--- src/rtl/fir_stream_if.sv ---
`default_nettype none
// ============================================================================
// fir_stream_if : sample/result handshake and coefficient-write bundle.
// Rev 1.0
// ============================================================================
interface fir_stream_if #(
   parameter int DATA_W = 8,
   parameter int COEF_W = 8,
   parameter int TAPS   = 4,
   parameter int OUT_W  = 10
);
   localparam int c_AW = $clog2(TAPS);

   logic [DATA_W-1:0] in0;
   logic              in_valid;
   logic              in_ready;
   logic [OUT_W-1:0]  out0;
   logic              out_valid;
   logic              out_ready;
   logic              sat;
   logic              coef_we;
   logic [c_AW-1:0]   coef_addr;
   logic [COEF_W-1:0] coef_data;

   modport master (
      output in0, in_valid, out_ready, coef_we, coef_addr, coef_data,
      input  in_ready, out0, out_valid, sat
   );

   modport slave (
      input  in0, in_valid, out_ready, coef_we, coef_addr, coef_data,
      output in_ready, out0, out_valid, sat
   );
endinterface
`default_nettype wire

--- src/rtl/fir_stream.sv ---
`default_nettype none
// ============================================================================
// fir_stream : streaming direct-form FIR, loadable coefficients, valid/ready,
// scaled + saturated output. Round-half-up enabled by FIR_STREAM_ROUND_EN.
// Rev 1.0
// ============================================================================
module fir_stream #(
   parameter int DATA_W = 8,
   parameter int COEF_W = 8,
   parameter int TAPS   = 4,
   parameter int OUT_W  = 10,
   parameter int SHIFT  = 0
) (
   input  wire logic   clk,
   input  wire logic   rst,
   fir_stream_if.slave s
);
   localparam int c_AW    = $clog2(TAPS);
   localparam int c_ACC_W = DATA_W + COEF_W + $clog2(TAPS);
   localparam int c_CW    = (OUT_W > c_ACC_W + 1) ? OUT_W : c_ACC_W + 1;
   localparam logic [c_AW:0]   c_TAPS = (c_AW + 1)'(TAPS);
   localparam logic [c_CW-1:0] c_MAX  = c_CW'({OUT_W{1'b1}});

   logic [DATA_W-1:0]  r_dly  [TAPS-1];
   logic [COEF_W-1:0]  r_coef [TAPS];
   logic [OUT_W-1:0]   r_out0;
   logic               r_out_valid;
   logic               r_sat;

   logic [DATA_W-1:0]  w_x    [TAPS];
   logic [c_ACC_W-1:0] w_prod [TAPS];
   logic [c_ACC_W-1:0] w_acc;
   logic [c_ACC_W:0]   w_sum;
   logic [c_ACC_W:0]   w_scaled;
   logic [c_CW-1:0]    w_ext;
   logic               w_sat;
   logic [OUT_W-1:0]   w_out;
   logic               w_in_ready;
   logic               w_accept;
   logic               w_coef_ok;

   // Tap 0 sees the incoming sample; later taps see the pre-shift delay line.
   for (genvar k = 0; k < TAPS; k++) begin : g_tap
      if (k == 0) begin : g_in
         assign w_x[k] = s.in0;
      end else begin : g_dly
         assign w_x[k] = r_dly[k-1];
      end
      assign w_prod[k] = c_ACC_W'(w_x[k]) * c_ACC_W'(r_coef[k]);
   end

   always_comb begin
      w_acc = '0;
      for (int k = 0; k < TAPS; k++) begin
         w_acc = w_acc + w_prod[k];
      end
   end

`ifdef FIR_STREAM_ROUND_EN
   localparam logic [c_ACC_W:0] c_RND =
      (SHIFT > 0) ? ((c_ACC_W + 1)'(1) << ((SHIFT > 0) ? SHIFT - 1 : 0)) : '0;
   assign w_sum = {1'b0, w_acc} + c_RND;
`else
   assign w_sum = {1'b0, w_acc};
`endif

   assign w_scaled   = w_sum >> SHIFT;
   assign w_ext      = c_CW'(w_scaled);
   assign w_sat      = (w_ext > c_MAX);
   assign w_out      = w_sat ? {OUT_W{1'b1}} : w_ext[OUT_W-1:0];

   assign w_in_ready = !r_out_valid || s.out_ready;
   assign w_accept   = s.in_valid && w_in_ready;
   assign w_coef_ok  = ({1'b0, s.coef_addr} < c_TAPS);

   always_ff @(posedge clk) begin
      if (rst) begin
         for (int k = 0; k < TAPS - 1; k++) r_dly[k] <= '0;
         for (int k = 0; k < TAPS; k++)     r_coef[k] <= COEF_W'(1);
         r_out0      <= '0;
         r_out_valid <= 1'b0;
         r_sat       <= 1'b0;
      end else begin
         if (w_accept) begin
            r_dly[0] <= s.in0;
            for (int k = 1; k < TAPS - 1; k++) r_dly[k] <= r_dly[k-1];
            r_out0      <= w_out;
            r_sat       <= w_sat;
            r_out_valid <= 1'b1;
         end else if (s.out_ready) begin
            r_out_valid <= 1'b0;
         end
         // Write lands after this edge, so a coincident accept uses the old value.
         if (s.coef_we && w_coef_ok) begin
            r_coef[s.coef_addr] <= s.coef_data;
         end
      end
   end

   assign s.in_ready  = w_in_ready;
   assign s.out0      = r_out0;
   assign s.out_valid = r_out_valid;
   assign s.sat       = r_sat;
endmodule
`default_nettype wire

--- src/flat_wrapper.sv ---
// flat-port wrapper written by rule: the top's interface ports become plain ports
module fir_stream_flat 
#(
   parameter int DATA_W = 8,
   parameter int COEF_W = 8,
   parameter int TAPS   = 4,
   parameter int OUT_W  = 10,
   parameter int SHIFT  = 0
)
  (clk, rst, s_in0, s_in_valid, s_out_ready, s_coef_we, s_coef_addr, s_coef_data, s_in_ready, s_out0, s_out_valid, s_sat);
  fir_stream_if #(.DATA_W(DATA_W), .COEF_W(COEF_W), .TAPS(TAPS), .OUT_W(OUT_W)) s_i ();
  input  wire logic clk;
  input  wire logic rst;
  input wire logic [$bits(s_i.in0)-1:0] s_in0;
  input wire logic [$bits(s_i.in_valid)-1:0] s_in_valid;
  input wire logic [$bits(s_i.out_ready)-1:0] s_out_ready;
  input wire logic [$bits(s_i.coef_we)-1:0] s_coef_we;
  input wire logic [$bits(s_i.coef_addr)-1:0] s_coef_addr;
  input wire logic [$bits(s_i.coef_data)-1:0] s_coef_data;
  output wire logic [$bits(s_i.in_ready)-1:0] s_in_ready;
  output wire logic [$bits(s_i.out0)-1:0] s_out0;
  output wire logic [$bits(s_i.out_valid)-1:0] s_out_valid;
  output wire logic [$bits(s_i.sat)-1:0] s_sat;
  assign s_i.in0 = s_in0;
  assign s_i.in_valid = s_in_valid;
  assign s_i.out_ready = s_out_ready;
  assign s_i.coef_we = s_coef_we;
  assign s_i.coef_addr = s_coef_addr;
  assign s_i.coef_data = s_coef_data;
  assign s_in_ready = s_i.in_ready;
  assign s_out0 = s_i.out0;
  assign s_out_valid = s_i.out_valid;
  assign s_sat = s_i.sat;
  fir_stream #(.DATA_W(DATA_W), .COEF_W(COEF_W), .TAPS(TAPS), .OUT_W(OUT_W), .SHIFT(SHIFT)) u_core (.clk(clk), .rst(rst), .s(s_i));
endmodule
--- config.mk ---
export PLATFORM = sky130hd
export DESIGN_NAME = fir_stream_flat
export DESIGN_NICKNAME = d
export VERILOG_FILES = /design/src/rtl/fir_stream_if.sv /design/src/rtl/fir_stream.sv /design/src/flat_wrapper.sv
export SDC_FILE = /design/constraint.sdc
export NUM_CORES = 1
export LEC_CHECK = 0
export CAP_MARGIN = 30
export CELL_PAD_IN_SITES_DETAIL_PLACEMENT = 0
export CELL_PAD_IN_SITES_GLOBAL_PLACEMENT = 2
export CORE_MARGIN = 2
export CORE_UTILIZATION = 40
export CTS_CLUSTER_DIAMETER = 60
export CTS_CLUSTER_SIZE = 30
export DETAILED_ROUTE_END_ITERATION = 8
export DONT_BUFFER_PORTS = 1
export HOLD_SLACK_MARGIN = 0.03
export PLACE_DENSITY = 0.78
export SYNTH_ARGS = -nofsm -noshare
export SYNTH_HDL_FRONTEND = slang
export SYNTH_SLANG_ARGS = --single-unit
--- constraint.sdc ---
create_clock -name clk -period 8.3 [get_ports clk]
set_input_delay 0.415 -clock clk [delete_from_list [all_inputs] [get_ports clk]]
set_output_delay 0.415 -clock clk [all_outputs]
set_load 0.02 [all_outputs]
Word level (Yosys, flattened, before mapping)
Memory sizes are Yosys's and may differ from the RTL's.
Index checks and enable logic that the tools add are counted.
Operators by class
  muxes and demuxes: 17
  div/mod/pow operators: 0
  $lt $le $gt $ge: 1
  $add $sub $neg: 3
  multiply operators: 4
  shifts and indexed selects: 0
  reduce and logical (&&, ||, !) cells: 5
  bitwise logic cells: 3
  eq/ne operators: 0
Operators with widths (count)
  8-bit by 8-bit multiplier with 16-bit output: 4
  18-bit by 16-bit adder with 18-bit output: 2
  8-bit two-way mux: 4
  18-bit by 10-bit > comparator with 1-bit output, second input constant: 1
  16-bit by 16-bit adder with 17-bit output: 1
  1-bit two-way mux: 11
  10-bit two-way mux: 1
  8-bit OR reduction: 1
  1-bit OR: 3
  2-bit two-way mux: 1
  2-bit nonzero test: 1
  1-bit logical AND: 1
  1-bit zero test: 1
  1-bit logical OR: 1
Word-level totals
  logic and storage cells: 38
  memory bits (read-only): 0
  bits in registers: 12
  input bits: 23
  memory bits (writable): 56
  memories: 2
  output and inout bits: 13
  bits in latches: 0
Memories
  u_core.r_coef: depth 4, bits a word 8, rd ports 4, clocked after Yosys merged registers in 0, write ports 4, line fir_stream.sv:25  | logic [COEF_W-1:0] r_coef [TAPS];
  u_core.r_dly: depth 3, bits a word 8, rd ports 3, clocked after Yosys merged registers in 0, write ports 3, line fir_stream.sv:24  | logic [DATA_W-1:0] r_dly [TAPS-1];

Longest topological paths before layout
  depth after elaboration: 7
  mapped depth: 33
  gate-level depth less buffers: 32

Worst setup path before layout
OpenSTA, ideal clock, no wires.
  path kind: input -> register
  from: input s_in0[5]
  to: register u_core.r_out0[4], in the netlist u_core.s.out0[4]
  setup time: 0.134 ns
  cell stages on the path: 30
  buffers on the path: 2
  path slack: -0.100 ns
  required time: 8.166 ns
  arrival: 8.266 ns
  cell sequence: clkbuf_1 > nand2_1 > fa_1 > fa_1 > fa_1 > inv_1 > fa_1 > fa_1 > fa_1 > ha_1 > or2_2 > a21oi_1 > a21oi_1 > a21oi_1 > xnor2_1 > ha_1 > fa_1 > inv_1 > fa_1 > fa_1 > inv_1 > ha_1 > a21o_1 > nand3_1 > a21boi_0 > a31oi_1 > xnor2_1 > buf_2 > nor4_1 > a211oi_1
On the way
  word-level cells in the longest chain between the ends: 6
RTL lines
  start: declaration: line flat_wrapper.sv:14  | input wire logic [$bits(s_i.in0)-1:0] s_in0;
  8-bit by 8-bit multiplier with 16-bit output: line fir_stream.sv:49  | assign w_prod[k] = c_ACC_W'(w_x[k]) * c_ACC_W'(r_coef[k]);
  16-bit by 16-bit adder with 17-bit output: line fir_stream.sv:55  | w_acc = w_acc + w_prod[k];
  18-bit by 16-bit adder with 18-bit output (2 in series): line fir_stream.sv:55
  18-bit by 10-bit > comparator with 1-bit output: line fir_stream.sv:69  | assign w_sat = (w_ext > c_MAX);
  10-bit two-way mux: line fir_stream.sv:70  | assign w_out = w_sat ? {OUT_W{1'b1}} : w_ext[OUT_W-1:0];
  end signal: assignment: line fir_stream.sv:87  | r_out0 <= w_out;
  end: declaration: line fir_stream.sv:26  | logic [OUT_W-1:0] r_out0;
Every way passes these cells.
A chain may end at the register's enable or synchronous reset.

==> metrics.yaml <==
synthesis:
  synth_common_cells: "278 x inv_1, 210 x fa_1, 208 x and2_1"
  synth-seq-cells: 68
  synth_top_area_cell: "fa_1"
  synthMuxAreaShare_pct: 0
  synth_edf_count: 56
  synth_top_family_by_area: "adder cells"
  synth-compound-area-share_pct: 4.68
  async_flop_share_pct: 0
  syn_area_per_cell_sq_um: 9.85
  ys_top_cells_by_area: "fa_1 36%, edfxtp_1 14%, ha_1 14%, and2_1 11%, inv_1 8.8%"
  yosysWarnings: 0
  synth-xor-area-share_pct: 1.63
  synth_simple_gate_area_share_pct: 18.3
  synth-seq-area-share_pct: 16.3
  netlist_area_sq_um: 11800
  synthAdderAreaFrac_pct: 49.8
  synthesis.nets: 1565
  synth_top_area_share_pct: 35.6
  synth_cells: 1198
  yosysUniqueCellTypes: 46
  synth_ff_type: "edfxtp_1"
  yosysMostFrequentCell: "inv_1"
timing:
  drv_slew: 0
  worst_slew_pin_slew_ns: 0.855
  period_minus_slack_ns: 8.42
  hold_viol_final: 0
  rsz0062_at_grt: "yes"
  skew_ns: 0.0100
  fin_crit_sh_pct: 101
  setup_viol: 11
  max_freq_ghz: 0.119
  finalWorstSetupSlack_ns: -0.118
  slew_headroom_pct: 42.6
floorplanning:
  die_width_um: 176
  initial_core_util_pct: 40.9
  ios: 36
  core_region_area_sq_um: 28900
  die-area_sq_um: 30900
  rows: 62
  die_y_um: 176
worst_setup_path:
  crit_path_start_kind: "flip-flop"
  crit_path_max_fanout: 8
  max_stage_delay_ns: 0.55
  path_class: "reg -> reg"
  path_buf_inv: 7
  required_ns: 8.52
  cpMostUsedCell: "fa_1"
  cp_slowest_cell: "edfxtp_1"
  crit_arrival_ns: 8.64
  cp_top_family: "adder cells"
  cp-end-kind: "flip-flop"
placed_design:
  placed_area_sq_um: 12800
  hpwl_mm: 24.4
  place_congestion: 0.819
  port_buffers: 0
final_layout:
  drive_above_1_share_pct: 17.3
  nNetsFinal: 1659
  num-fill-cells: 2789
  stdcell_area_sq_um: 13900
  area_growth_syn_to_layout_pct: 17.9
drt:
  first_pass_iters: 4
  ant_nets: 0
  wirelength_mm: 29.2
  wl_per_cell_um: 17.3
  drtIter0Drc: 450
  vias_per_cell: 4.86
  vias: 8175
  drc: 0
clock_network:
  cts_tree: "done"
  clock_latency_ns: 0.35
  cts_buffer_depth: 2
  clk_pin_slew_worst_paths_ns: 0.07
  clkSinkCount: 68
  cts_inserted_buffers: 9
  cts.htree.levels: 3
  clockRootBuffer: "clkbuf_16"
  hold_buffers: 0
global_route:
  grt_use_total_pct: 20.6
  antenna_found_initial: 0
  grt_max_degree: 25
  grt_first_pass_wirelength_mm: 48.9
  grt_pass1_vias: 8985
  grt_overflow: 0
worst_hold_path:
  hold_path_class: "in -> reg"
outcome:
  status: "complete, but fails checks"
  violations: "setup timing"
flow_run:
  drv_cap: 0
==> area by class of cell <==
| class | count | area [sq um] | area share [%] |
|---|---|---|---|
| Inverter | 278 | 1040 | 7.50 |
| Clock inverter | 7 | 66.3 | 0.477 |
| Tap cell | 384 | 480 | 3.45 |
| Multi-Input combinational cell | 840 | 9420 | 67.7 |
| Sequential cell | 68 | 1920 | 13.8 |
| Clock buffer | 9 | 225 | 1.62 |
| Antenna cell | 1 | 2.50 | 0.0180 |
| Timing Repair Buffer | 95 | 756 | 5.43 |
==> flip-flops by register name, indices dropped and copies added (netlist names) <==
name and cells:
u_core.r_dly 24, u_core.s.sat 1, u_core.s.out0 10, u_core.s.out_valid 1, u_core.r_coef 32
==> worst register-to-register path: cells and delay by family, from the launching register on <==
family,cells,cell delay (ns)
adder cells (fa/ha/maj),12,5.21
XOR/XNOR,2,0.28
AND/OR/NAND/NOR,3,0.76
flip-flops,1,0.55
AO/OA/AOI/OAI,6,1.00
buffers and inverters,7,0.47
==> through the flow <==
stage	utilization, %	hold slack [ns]	instances	TNS [ns]	setup WS [ns]
5_1_grt	48.2	0.137	1681	-4.41	-0.412
6_report	48.2	0.168	1682	-1.21	-0.118
4_1_cts	47.7	0.138	1678	-1.14	-0.111
3_3_place_gp	44.4	0.507	1646	-3.82	-0.423
3_5_place_dp	44.5	0.508	1648	-4.69	-0.434
2_1_floorplan	-	0.544	1198	0	0.0329
==> final timing paths <==
| path | from | endpoint | slack [ns] | depth (start not counted) |
|---|---|---|---|---|
| worst min register to register | u_core.s.out0[6] | u_core.s.out0[6] | 0.61 | 2 |
| worst max register to register | u_core.r_coef[0][3] | u_core.s.sat | -0.12 | 30 |
| worst max-delay path | u_core.r_coef[0][3] | u_core.s.sat | -0.12 | 30 |
| worst min-delay path | rst | u_core.s.out0[0] | 0.17 | 1 |
==> repair_timing <==
item,CTS,global route
cloned,3,0
endpoints found under the setup margin,11,11
pin swaps,50,22
buffers inserted,13,3
resized for setup,108,28
==> cells in the final DEF (no fill, tap or decap), types with 6 or more instances in the layout <==
cell / n
a211oi_2: 7
a21o_1: 6
and2_1: 201
inv_1: 265
nand2b_1: 9
ha_1: 114
and2_4: 7
nand2_1: 109
nor2_1: 18
buf_6: 8
fa_2: 7
ha_4: 16
inv_2: 13
nor3_1: 8
a21oi_1: 7
edfxtp_1: 56
buf_4: 84
xor2_1: 6
nor4_2: 6
clkbuf_16: 9
xnor2_1: 10
dfxtp_1: 12
a21oi_2: 11
fa_1: 203
==> kinds of logic after synthesis <==
family | Yosys count
AO/OA/AOI/OAI | 79
adder cells (fa/ha/maj) | 344
buffers and inverters | 290
flip-flops | 68
XOR/XNOR | 22
AND/OR/NAND/NOR | 395
==> layer usage <==
| metal | wire length, um | track usage [%] | vias up |
|---|---|---|---|
| li1 | - | - | 3885 |
| met1 | 13800 | 29.3 | 4164 |
| met2 | 14000 | 33.9 | 111 |
| met3 | 1000 | 2.47 | 15 |
| met4 | 363 | 4.30 | 0 |
| met5 | 0 | 0 | - |
Power is left out: the tool's default activity adds up to more than one toggle a clock period on the data nets, which glitch-free logic cannot reach.
